### src/rtl/sram_fifo_pkg.sv
// Shared sizing constants and helpers for the SRAM-backed FWFT FIFO controller.
package sram_fifo_pkg;

  // Address width is dictated by the attached 256 x 8 dual-port SRAM.
  localparam int ADDR_WIDTH       = 8;
  localparam int DEPTH            = 2 ** ADDR_WIDTH;
  localparam int DATA_WIDTH       = 8;
  // One extra bit so the SRAM count can reach DEPTH and the total can reach DEPTH+1.
  localparam int CNT_WIDTH        = ADDR_WIDTH + 1;
  localparam int AF_LEVEL_DEFAULT = 240;

  // Total occupancy: entries held in the SRAM plus the one parked in the output register.
  function automatic logic [CNT_WIDTH-1:0] total_count(
    input logic [CNT_WIDTH-1:0] mem_count,
    input logic                 out_valid
  );
    return mem_count + {{(CNT_WIDTH-1){1'b0}}, out_valid};
  endfunction

endpackage

### src/rtl/sram_fifo_out_stage.sv
// Output register of the FWFT FIFO: holds the head entry and decides when to
// prefetch the next word from SRAM port B.
module sram_fifo_out_stage
  import sram_fifo_pkg::*;
(
  input  logic                  i_clk,
  input  logic                  i_rst_n,
  input  logic                  i_mem_nonempty,
  input  logic                  i_rd_ready,
  input  logic [DATA_WIDTH-1:0] i_sram_data,
  output logic                  o_prefetch,
  output logic                  o_valid,
  output logic [DATA_WIDTH-1:0] o_data
);

  logic                  r_valid;
  logic [DATA_WIDTH-1:0] r_data;
  logic                  w_pop;

  assign w_pop = r_valid && i_rd_ready;
  // Refill whenever the head slot is free or being vacated this cycle; the
  // registered SRAM count keeps a word written this cycle out of reach.
  assign o_prefetch = i_mem_nonempty && (!r_valid || w_pop);

  assign o_valid = r_valid;
  assign o_data  = r_data;

  // Capture the prefetched word at the edge; a bare pop just empties the slot
  // and leaves the stale data untouched so SRAM high-Z is never latched.
  always_ff @(posedge i_clk or negedge i_rst_n) begin
    if (!i_rst_n) begin
      r_valid <= 1'b0;
      r_data  <= '0;
    end else if (o_prefetch) begin
      r_valid <= 1'b1;
      r_data  <= i_sram_data;
    end else if (w_pop) begin
      r_valid <= 1'b0;
    end
  end

endmodule

### src/rtl/sram_fifo_ctrl.sv
// Runs a 256 x 8 dual-port SRAM as a first-word-fall-through FIFO: port A
// writes, port B prefetches into a registered output stage.
module sram_fifo_ctrl
  import sram_fifo_pkg::*;
#(
  parameter int ALMOST_FULL_LEVEL = AF_LEVEL_DEFAULT
) (
  input  logic                  Clk_In,
  input  logic                  Reset_N_In,
  input  logic [DATA_WIDTH-1:0] Wr_Data_In,
  input  logic                  Wr_Valid_In,
  output logic                  Wr_Ready_Out,
  output logic [DATA_WIDTH-1:0] Rd_Data_Out,
  output logic                  Rd_Valid_Out,
  input  logic                  Rd_Ready_In,
  output logic [CNT_WIDTH-1:0]  Count_Out,
  output logic                  Full_Out,
  output logic                  Empty_Out,
  output logic                  Almost_Full_Out,
  output logic                  Sram_Reset_Out,
  output logic [ADDR_WIDTH-1:0] Sram_A_Address_Out,
  output logic [DATA_WIDTH-1:0] Sram_A_Data_Out,
  output logic                  Sram_A_Write_Enable_Out,
  output logic                  Sram_A_Read_Enable_Out,
  output logic [ADDR_WIDTH-1:0] Sram_B_Address_Out,
  output logic                  Sram_B_Read_Enable_Out,
  output logic                  Sram_B_Write_Enable_Out,
  output logic [DATA_WIDTH-1:0] Sram_B_Data_Out,
  input  logic [DATA_WIDTH-1:0] Sram_B_Data_In
);

  localparam logic [CNT_WIDTH-1:0] C_DEPTH    = CNT_WIDTH'(DEPTH);
  localparam logic [CNT_WIDTH-1:0] C_AF_LEVEL = CNT_WIDTH'(ALMOST_FULL_LEVEL);

  logic [ADDR_WIDTH-1:0] r_wr_ptr;
  logic [ADDR_WIDTH-1:0] r_rd_ptr;
  logic [CNT_WIDTH-1:0]  r_mem_count;

  logic                  w_full;
  logic                  w_push;
  logic                  w_prefetch;
  logic                  w_mem_nonempty;
  logic                  w_out_valid;
  logic [DATA_WIDTH-1:0] w_out_data;
  logic [CNT_WIDTH-1:0]  w_count;

  assign w_full         = (r_mem_count == C_DEPTH);
  assign w_push         = Wr_Valid_In && !w_full;
  assign w_mem_nonempty = (r_mem_count != '0);

  sram_fifo_out_stage u_out_stage (
    .i_clk          (Clk_In),
    .i_rst_n        (Reset_N_In),
    .i_mem_nonempty (w_mem_nonempty),
    .i_rd_ready     (Rd_Ready_In),
    .i_sram_data    (Sram_B_Data_In),
    .o_prefetch     (w_prefetch),
    .o_valid        (w_out_valid),
    .o_data         (w_out_data)
  );

  // Advance pointers on each transfer; count moves only when push and
  // prefetch are not both happening.
  always_ff @(posedge Clk_In or negedge Reset_N_In) begin
    if (!Reset_N_In) begin
      r_wr_ptr    <= '0;
      r_rd_ptr    <= '0;
      r_mem_count <= '0;
    end else begin
      if (w_push) begin
        r_wr_ptr <= r_wr_ptr + 1'b1;
      end
      if (w_prefetch) begin
        r_rd_ptr <= r_rd_ptr + 1'b1;
      end
      case ({w_push, w_prefetch})
        2'b10:   r_mem_count <= r_mem_count + 1'b1;
        2'b01:   r_mem_count <= r_mem_count - 1'b1;
        default: r_mem_count <= r_mem_count;
      endcase
    end
  end

  // User-side status is derived purely from registered state.
  assign w_count         = total_count(r_mem_count, w_out_valid);
  assign Count_Out       = w_count;
  assign Full_Out        = w_full;
  assign Wr_Ready_Out    = !w_full;
  assign Empty_Out       = (w_count == '0);
  assign Almost_Full_Out = (w_count >= C_AF_LEVEL);
  assign Rd_Valid_Out    = w_out_valid;
  assign Rd_Data_Out     = w_out_data;

  // SRAM port controls; port A never reads because SRAM reads would win over the write.
  assign Sram_Reset_Out          = ~Reset_N_In;
  assign Sram_A_Address_Out      = r_wr_ptr;
  assign Sram_A_Data_Out         = Wr_Data_In;
  assign Sram_A_Write_Enable_Out = w_push;
  assign Sram_A_Read_Enable_Out  = 1'b0;
  assign Sram_B_Address_Out      = r_rd_ptr;
  assign Sram_B_Read_Enable_Out  = w_prefetch;
  assign Sram_B_Write_Enable_Out = 1'b0;
  assign Sram_B_Data_Out         = '0;

endmodule

### config.mk
export PLATFORM = sky130hd
export DESIGN_NAME = sram_fifo_ctrl
export DESIGN_NICKNAME = d
export VERILOG_FILES = /design/src/rtl/sram_fifo_pkg.sv /design/src/rtl/sram_fifo_out_stage.sv /design/src/rtl/sram_fifo_ctrl.sv
export SDC_FILE = /design/constraint.sdc
export NUM_CORES = 1
export LEC_CHECK = 0
export CAP_MARGIN = 20
export CORE_MARGIN = 2
export CORE_UTILIZATION = 48
export DETAILED_ROUTE_END_ITERATION = 8
export PLACE_DENSITY = 0.85
export SLEW_MARGIN = 0
export SYNTH_ARGS = -nofsm -noshare
export SYNTH_HDL_FRONTEND = slang
export SYNTH_HIERARCHICAL = 1
export SYNTH_SLANG_ARGS = --single-unit
### constraint.sdc
create_clock -name Clk_In -period 9.8 [get_ports Clk_In]
set_input_delay 1.96 -clock Clk_In [delete_from_list [all_inputs] [get_ports Clk_In]]
set_output_delay 1.96 -clock Clk_In [all_outputs]
set_load 0.1 [all_outputs]
==> Word level (Yosys, flattened, before mapping) <==
Index checks and enable logic that the tools add are counted.
{ "word_totals": {"register_bits": 34, "out_inout_bits": 59, "wordCells": 28} }
{ "op_classes": {"add_sub_neg": 5, "magnitude_cmp": 1, "n_eq_ne": 3, "muxes": 3, "bitwise_logic": 1, "reduce_logical": 10} }
{ "ops": {"columns": ["op", "n"], "rows": [
  ["$pmux W9 S2", 1],
  ["$add A8 B1 Y8 const B", 2],
  ["$add A9 B1 Y9", 1],
  ["$add A9 B1 Y9 const B", 1],
  ["$eq A9 B9 Y1 const B", 1],
  ["$ge A9 B8 Y1 const B", 1],
  ["$logic_not A9 Y1", 1],
  ["$reduce_bool A9 Y1", 1],
  ["$sub A9 B1 Y9 const B", 1],
  ["$reduce_bool A2 Y1", 2],
  ["$logic_and A1 B1 Y1", 3],
  ["$eq A2 B1 Y1 const B", 1],
  ["$eq A2 B2 Y1 const B", 1],
  ["$logic_not A1 Y1", 2],
  ["$mux W1", 2],
  ["$logic_or A1 B1 Y1", 1],
  ["$not A1 Y1", 1]
]} }

==> Longest topological paths before layout <==
Gate-level depths: netlist (run 1).
{ "depth": {"word_depth": 5, "depth_mapped": 13, "depth_no_buf": 11} }

==> Cells and area by module <==
The synthesis (run 1) kept the hierarchy.
{ "by_module_without_submodules": {"columns": ["mod", "instances", "cells_each", "area_each_um2", "seq_area_each_um2"], "rows": [
  ["sram_fifo_ctrl", 1, 184, 1805.5, 625.6],
  ["sram_fifo_out_stage", 1, 21, 381.6, 225.2]
]} }

==> Least setup slack after synthesis (run 1) <==
OpenSTA, ideal clock, no wires.
{ "synth_timing": {"kind": "reg-to-output", "from": "register u_out_stage.r_valid, in the netlist u_out_stage/o_valid", "to": "output port Empty_Out", "t_arrival_ns": 4.646, "required_time_ns": 7.840, "slack_ns": 3.194, "path_stages_with_launch": 7, "path_buffers": 0, "path_cell_list": "dfrtp_1 -> ha_1 -> ha_1 -> xor2_1 -> nor4_1 -> nand3_1 -> nor3_1"} }
{ "synth_between": {"elab_chain_cells": 2} }
{ "synth_rtl": {"columns": ["item", "line", "rtl"], "rows": [
  ["start: declaration", "sram_fifo_out_stage.sv:16", "logic r_valid;"],
  ["start signal: assignment", "sram_fifo_out_stage.sv:32", "r_valid <= 1'b0;"],
  ["start signal: assignment", "sram_fifo_out_stage.sv:35", "r_valid <= 1'b1;"],
  ["start signal: assignment", "sram_fifo_out_stage.sv:38", "r_valid <= 1'b0;"],
  ["$add A9 B1 Y9", "sram_fifo_pkg.sv:17", "return mem_count + {{(CNT_WIDTH-1){1'b0}}, out_valid};"],
  ["net Count_Out[2]", "sram_fifo_ctrl.sv:16", "output logic [CNT_WIDTH-1:0] Count_Out,"],
  ["$logic_not A9 Y1", "sram_fifo_ctrl.sv:89", "assign Empty_Out = (w_count == '0);"],
  ["end: declaration", "sram_fifo_ctrl.sv:18", "output logic Empty_Out,"]
]} }
The timed path passes the listed nets, and every way through them passes these cells.

==> Worst setup path after layout (run 1) <==
{ "layout_timing": {"from": "input port Rd_Ready_In", "to": "output port Sram_B_Read_Enable_Out"} }
{ "layout_between": {"elab_chain_cells": 3} }
{ "layout_rtl": {"columns": ["item", "line", "rtl"], "rows": [
  ["start: declaration", "sram_fifo_ctrl.sv:15", "input logic Rd_Ready_In,"],
  ["$logic_and A1 B1 Y1", "sram_fifo_out_stage.sv:20", "assign w_pop = r_valid && i_rd_ready;"],
  ["$logic_or A1 B1 Y1", "sram_fifo_out_stage.sv:23", "assign o_prefetch = i_mem_nonempty && (!r_valid || w_pop);"],
  ["$logic_and A1 B1 Y1", "sram_fifo_out_stage.sv:23", null],
  ["end: declaration", "sram_fifo_ctrl.sv:26", "output logic Sram_B_Read_Enable_Out,"]
]} }
Every way passes these cells.

==> results of run 1 <==
==> cell usage in the layout (no fill, tap or decap), types with 2 or more instances in the layout <==
master	instances
nand2_1	16
nor2_1	7
nor4_2	2
clkdlybuf4s50_1	52
nand4_1	6
nand3_1	8
nor4b_1	2
xnor2_1	16
o21bai_1	3
clkbuf_8	6
and4_1	3
ha_1	12
a21o_1	2
a21oi_1	6
conb_1	10
mux2_4	9
xor2_1	12
a211oi_1	2
and3_1	3
inv_1	6
o21ai_0	7
o21a_1	2
mux2_2	3
dfrtp_1	34
==> layout make-up <==
| class | instances | area (um^2) |
|---|---|---|
| clock buffers | 6 | 82.6 |
| repair buffers | 53 | 528 |
| clock inverters | 1 | 30.0 |
| flip-flops and latches | 34 | 851 |
| well taps | 52 | 65.1 |
| multi-input cells | 151 | 1170 |
| inverters | 6 | 22.5 |
| fillers | 357 | 1640 |
==> cell families after synthesis <==
| kind of cell | share of synthesized area |
|---|---|
| other cells | 0.00171 |
| xor+xnor | 0.112 |
| compound gates | 0.101 |
| buf+inv | 0.0927 |
| simple gates | 0.149 |
| mux | 0.0772 |
| fa+ha+maj | 0.0778 |
| flops | 0.389 |
==> cells in the mapped netlist, types with 2 or more instances <==
library cell	n
a211oi_1	2
a21o_1	2
a21oi_1	6
and3_1	3
and4_1	3
buf_2	2
buf_4	18
dfrtp_1	34
ha_1	12
inv_1	6
mux2_2	3
mux2_4	9
nand2_1	16
nand3_1	8
nand4_1	6
nor2_1	7
nor4_2	2
nor4b_1	2
o21a_1	2
o21ai_0	7
o21bai_1	3
xnor2_1	16
xor2_1	12
==> state kept, by name (all words and copies together) (netlist names) <==
name / count
Sram_A_Address_Out: 8
Sram_B_Address_Out: 8
u_out_stage/o_data: 8
r_mem_count: 9
u_out_stage/o_valid: 1
==> worst max-delay path: stages <==
cell             delay (ns)
clkdlybuf4s50_1        0.45
nand2b_4               0.12
nand2_4                0.12
inv_1                  0.24
clkdlybuf4s50_1        1.18
==> worst max-delay path by stage <==
| stage | start | endpoint | slack [ns] | cells after the start |
|---|---|---|---|---|
| 3_3_place_gp | Rd_Ready_In | Sram_B_Read_Enable_Out | 3.78 | 5 |
| 2_1_floorplan | u_out_stage/o_valid$_DFFE_PN0P_ | Empty_Out | 3.19 | 6 |
| 4_1_cts | Rd_Ready_In | Sram_B_Read_Enable_Out | 3.75 | 5 |
| 6_report | Rd_Ready_In | Sram_B_Read_Enable_Out | 3.76 | 5 |
| 5_1_grt | Rd_Ready_In | Sram_B_Read_Enable_Out | 3.68 | 5 |
| 3_5_place_dp | Rd_Ready_In | Sram_B_Read_Enable_Out | 3.76 | 5 |
==> through the flow <==
| stage | instance area, um^2 | utilization |
|---|---|---|
| 2_1_floorplan | 2220 | - |
| 3_3_place_gp | 2630 | 0.601 |
| 3_5_place_dp | 2630 | 0.601 |
| 4_1_cts | 2750 | 0.626 |
| 5_1_grt | 2750 | 0.626 |
| 6_report | 2750 | 0.626 |
==> routing by layer <==
metal / part of all wire / vias up / routed length, um
met4: 0.013 / 0 / 59
met5: 0 / - / 0
met2: 0.52 / 45 / 2290
met1: 0.42 / 762 / 1860
met3: 0.049 / 5 / 218
li1: - / 787 / -
==> impl_metrics.toml, run 1 <==
[synth]
ys_types = 47
syn_area_um2 = 2190
syn_inst = 205
ys_async_sr_fraction = 1.00
synth_top_area_frac = 0.389
yosys-top-cells-area = "dfrtp_1 (39%), ha_1 (6.9%), xnor2_1 (6.4%)"
synth_top_area_cell = "dfrtp_1"
ys.flop_type = "dfrtp_1"
synth_edf_count = 0
ys_warn_count = 6
synth_seq_area_share = 0.389
ys_seq_elements = 34
synth.avg_cell_area_um2 = 10.7

[final_layout]
drive_above_1_share = 0.108
instances_no_fill = 303
nets = 284
antennaDiodeCount = 0
syn2layout_area_growth_pct = 25.6

[sta]
worst_slew_pin_slew_ns = 0.997
setup_violations = 0
final.setup.tns_ns = 0
hold_violations = 0
max_freq_mhz = 166
max_slew_margin = 0.333
slew_viol_final = 0
finalClockSkew_ns = 0.00348
rsz0062_at_grt = "false"
final.min_clock_period_ns = 6.04
worst_slack_ns = 3.76
holdWs_ns = 0.466
post-route-period-util = 0.616

[detailed_routing]
dr.pass1.iters = 4
routedWlPerCell_um = 14.6
num_vias = 1599
final_antenna_net_count = 0
vias_per_cell = 5.28
drc = 0
drt_iter0_markers = 82
totalWireLength_mm = 4.43

[worst_setup_path]
worst-path-max-fanout = 9
critPathLaunchType = "input pin"
required_ns = 7.84
r2r_end = "r_mem_count[8]$_DFFE_PN0P_"
reg2regPathDepth = 11
worstSetupEndpointType = "primary output"
r2r-start = "r_mem_count[1]$_DFFE_PN0P_"
critical_path_class = "in -> out"
worst_ep_arrival_time_ns = 4.08
regToRegSetupSlack_ns = 6.12

[placement]
portBuffers = 52
placed_cells = 296
gp_congestion = 0.831
dp_slack_ns = 3.76
place_hpwl_mm = 3.36

[floorplan]
core_um2 = 4380
die_w_um = 71.5
dieArea_um2 = 5110
placementRows = 24
start_util = 0.499
ioPinCount = 79
die_h_um = 71.5

[clock_tree]
post_cts_resized = 0
clk_latency_ns = 0.28
cts_tree = "done"
cts_setup_buffers = 0
clockRootBuffer = "clkbuf_8"
clkSinkCount = 34
hold_buffers = 0
clockBufferDepth = 2
htree_levels = 2
clkTransAtPathRegs_ns = 0.07
cts_buffers = 5

[global_route]
grt_pass1_wl_mm = 7.51
grt_max_degree = 36
met3_usage = 0.0464
use_met1 = 0.228
grt_pass1_vias = 1614
grt-busiest-layer = "met2"
antenna_found_initial = 0
use_met2 = 0.317
grt.total_usage = 0.185
grt-ovfl-total = 0

[outcome]
status = "finished clean"

[hold_path]
holdPathStages = 1
min_path_type = "reg -> reg"
holdPathEnd = "Sram_B_Address_Out[7]$_DFFE_PN0P_"
hp-start = "Sram_B_Address_Out[7]$_DFFE_PN0P_"

[flow_run]
drv_cap = 0
Power of run 1 is not shown: default switching activity piles up to over one toggle a cycle in this logic, so the estimate is an artifact.
==> inputs of run 2 (changes only) <==
--- a/config.mk
+++ b/config.mk
@@ -7,9 +7,9 @@
 export LEC_CHECK = 0
 export CAP_MARGIN = 20
 export CORE_MARGIN = 2
-export CORE_UTILIZATION = 48
+export CORE_UTILIZATION = 41
 export DETAILED_ROUTE_END_ITERATION = 8
-export PLACE_DENSITY = 0.85
+export PLACE_DENSITY = 0.77
 export SLEW_MARGIN = 0
 export SYNTH_ARGS = -nofsm -noshare
 export SYNTH_HDL_FRONTEND = slang
==> constraint.sdc (replaced) <==
create_clock -name Clk_In -period 4.9 [get_ports Clk_In]
set_input_delay 0.98 -clock Clk_In [delete_from_list [all_inputs] [get_ports Clk_In]]
set_output_delay 0.98 -clock Clk_In [all_outputs]
set_load 0.1 [all_outputs]
==> run 2 against run 1 <==
  * Routed wire length fell by 2.2%
  * Worst setup slack got worse by 2.7 ns
  * First-iteration DRC count fell by 17%
  * Critical path type is now in -> reg
  * Die area rose by 16%
==> impl_metrics.toml, run 2 (synthesized netlist as in run 1, its figures left out) <==
[sta]
final.min_clock_period_ns = 3.86
hold_violations = 0
setup_violations = 0
holdWs_ns = 0.468
post-route-period-util = 0.789
slew_viol_final = 0
max_slew_margin = 0.329
finalClockSkew_ns = 0.00723
final.setup.tns_ns = 0
max_freq_mhz = 259
rsz0062_at_grt = "false"
worst_slack_ns = 1.04
worst_slew_pin_slew_ns = 1.00

[detailed_routing]
dr.pass1.iters = 4
vias_per_cell = 5.01
drc = 0
totalWireLength_mm = 4.33
final_antenna_net_count = 0
m1WireLength_mm = 2.05
route.met3.wl_um = 154
num_vias = 1612
routedWlPerCell_um = 13.5
dr.max_layer_used = "met4"
drt_iter0_markers = 68
dr_wl_met2_mm = 2.08

[clock_tree]
clockRootBuffer = "clkbuf_8"
hold_buffers = 0
post_cts_resized = 0
htree_levels = 2
cts_buffers = 5
cts_tree = "done"
cts_setup_buffers = 0
clockBufferDepth = 2
clkTransAtPathRegs_ns = 0.07
clkSinkCount = 34
clk_latency_ns = 0.28

[floorplan]
start_util = 0.426
placementRows = 26
dieArea_um2 = 5930
ioPinCount = 79
die_h_um = 77.0
die_w_um = 77.0
core_um2 = 5140

[worst_setup_path]
critPathLaunchType = "input pin"
worst_ep_arrival_time_ns = 4.03
cpMaxStageDelayCell = "ha_1"
crit_buf_inv = 2
crit_path_start = "Rd_Ready_In"
worstSetupEndpointType = "register"
crit_family = "adder cells"
cp_cell_sequence = "clkdlybuf4s50_1 -> nand2b_4 -> nand2_4 -> inv_1 -> ha_1 -> ha_1 -> a211oi_2 -> nor2_1 -> a31oi_1 -> mux2_2 -> a32o_1"
critPathMaxStageDelay_ns = 0.51
regToRegSetupSlack_ns = 1.24
worst-path-max-fanout = 12
critical_path_class = "in -> reg"
critPathMostFrequentCell = "ha_1"
required_ns = 5.07
r2r-start = "r_mem_count[1]$_DFFE_PN0P_"

[final_layout]
largest_reg_flops = 9
nets = 284
mostFrequentLayoutCell = "clkdlybuf4s50_1"
drive_above_1_share = 0.151
syn2layout_area_growth_pct = 26.1
antennaDiodeCount = 0
regMostFlops = "r_mem_count"
layout_common_cells = "clkdlybuf4s50_1 (46), dfrtp_1 (33), nand2_1 (16), xnor2_1 (16), ha_1 (12)"
finish.instance_area_um2 = 2760

[global_route]
grt_max_degree = 36
grt.total_usage = 0.149
grt_pass1_vias = 1521
antenna_found_initial = 0
grt_pass1_wl_mm = 7.33
grt-ovfl-total = 0

[placement]
gp_congestion = 0.832
placed_cell_area_um2 = 2660
portBuffers = 52
dp_slack_ns = 0.774
place_hpwl_mm = 3.23

[hold_path]
min_path_type = "reg -> reg"
hp-start = "Sram_A_Address_Out[7]$_DFFE_PN0P_"

[flow_run]
drv_cap = 0

[outcome]
status = "finished clean"
run 2: cell types whose count changed in the layout (fill, tap and decap cells not counted), sizes merged:
| cell | before | now |
|---|---|---|
| clkinv | 0 | 1 |
| bufinv | 1 | 0 |
| clkinvlp | 0 | 1 |
| buf | 1 | 7 |
| clkdlybuf4s50 | 52 | 46 |
run 2: metrics by stage:
stage / util / cells
detailed placement: 0.518 / 314
CTS: 0.537 / 322
floorplan: - / 214
global route: 0.537 / 322
finish: 0.537 / 322
global placement: 0.518 / 314
run 2: area by class of cell:
| cell class | count | area [um^2] |
|---|---|---|
| Multi-Input combinational cell | 151 | 1190 |
| Tap cell | 70 | 87.6 |
| Timing Repair Buffer | 53 | 513 |
| Inverter | 6 | 22.5 |
| Fill cell | 468 | 2380 |
| Clock inverter | 2 | 12.5 |
| Clock buffer | 6 | 82.6 |
| Sequential cell | 34 | 852 |
run 2: routing by layer:
metal,global-route usage,vias to the layer above
met5,0,-
met4,0.0482,0
met3,0.0306,4
met2,0.246,42
met1,0.198,777
li1,-,789
run 2: final timing paths:
path | endpoint | cells after the start
max | r_mem_count[8]$_DFFE_PN0P_ | 11
min in group asynchronous | r_mem_count[0]$_DFFE_PN0P_ | 2
min | Sram_A_Address_Out[7]$_DFFE_PN0P_ | 1
min reg2reg | Sram_A_Address_Out[7]$_DFFE_PN0P_ | 1
max reg2reg | r_mem_count[8]$_DFFE_PN0P_ | 11
max in group asynchronous | u_out_stage/o_valid$_DFFE_PN0P_ | 2
run 2: worst register-to-register path, delay by kind of cell, from the launching register on:
family,cells,cell delay [ns]
adder cells (fa/ha/maj),2,0.92
buffers and inverters,1,0.19
AO/OA/AOI/OAI,3,0.75
flip-flops,1,0.48
multiplexers,1,0.36
AND/OR/NAND/NOR,4,0.86
Power of run 2 is left out for the same reason.
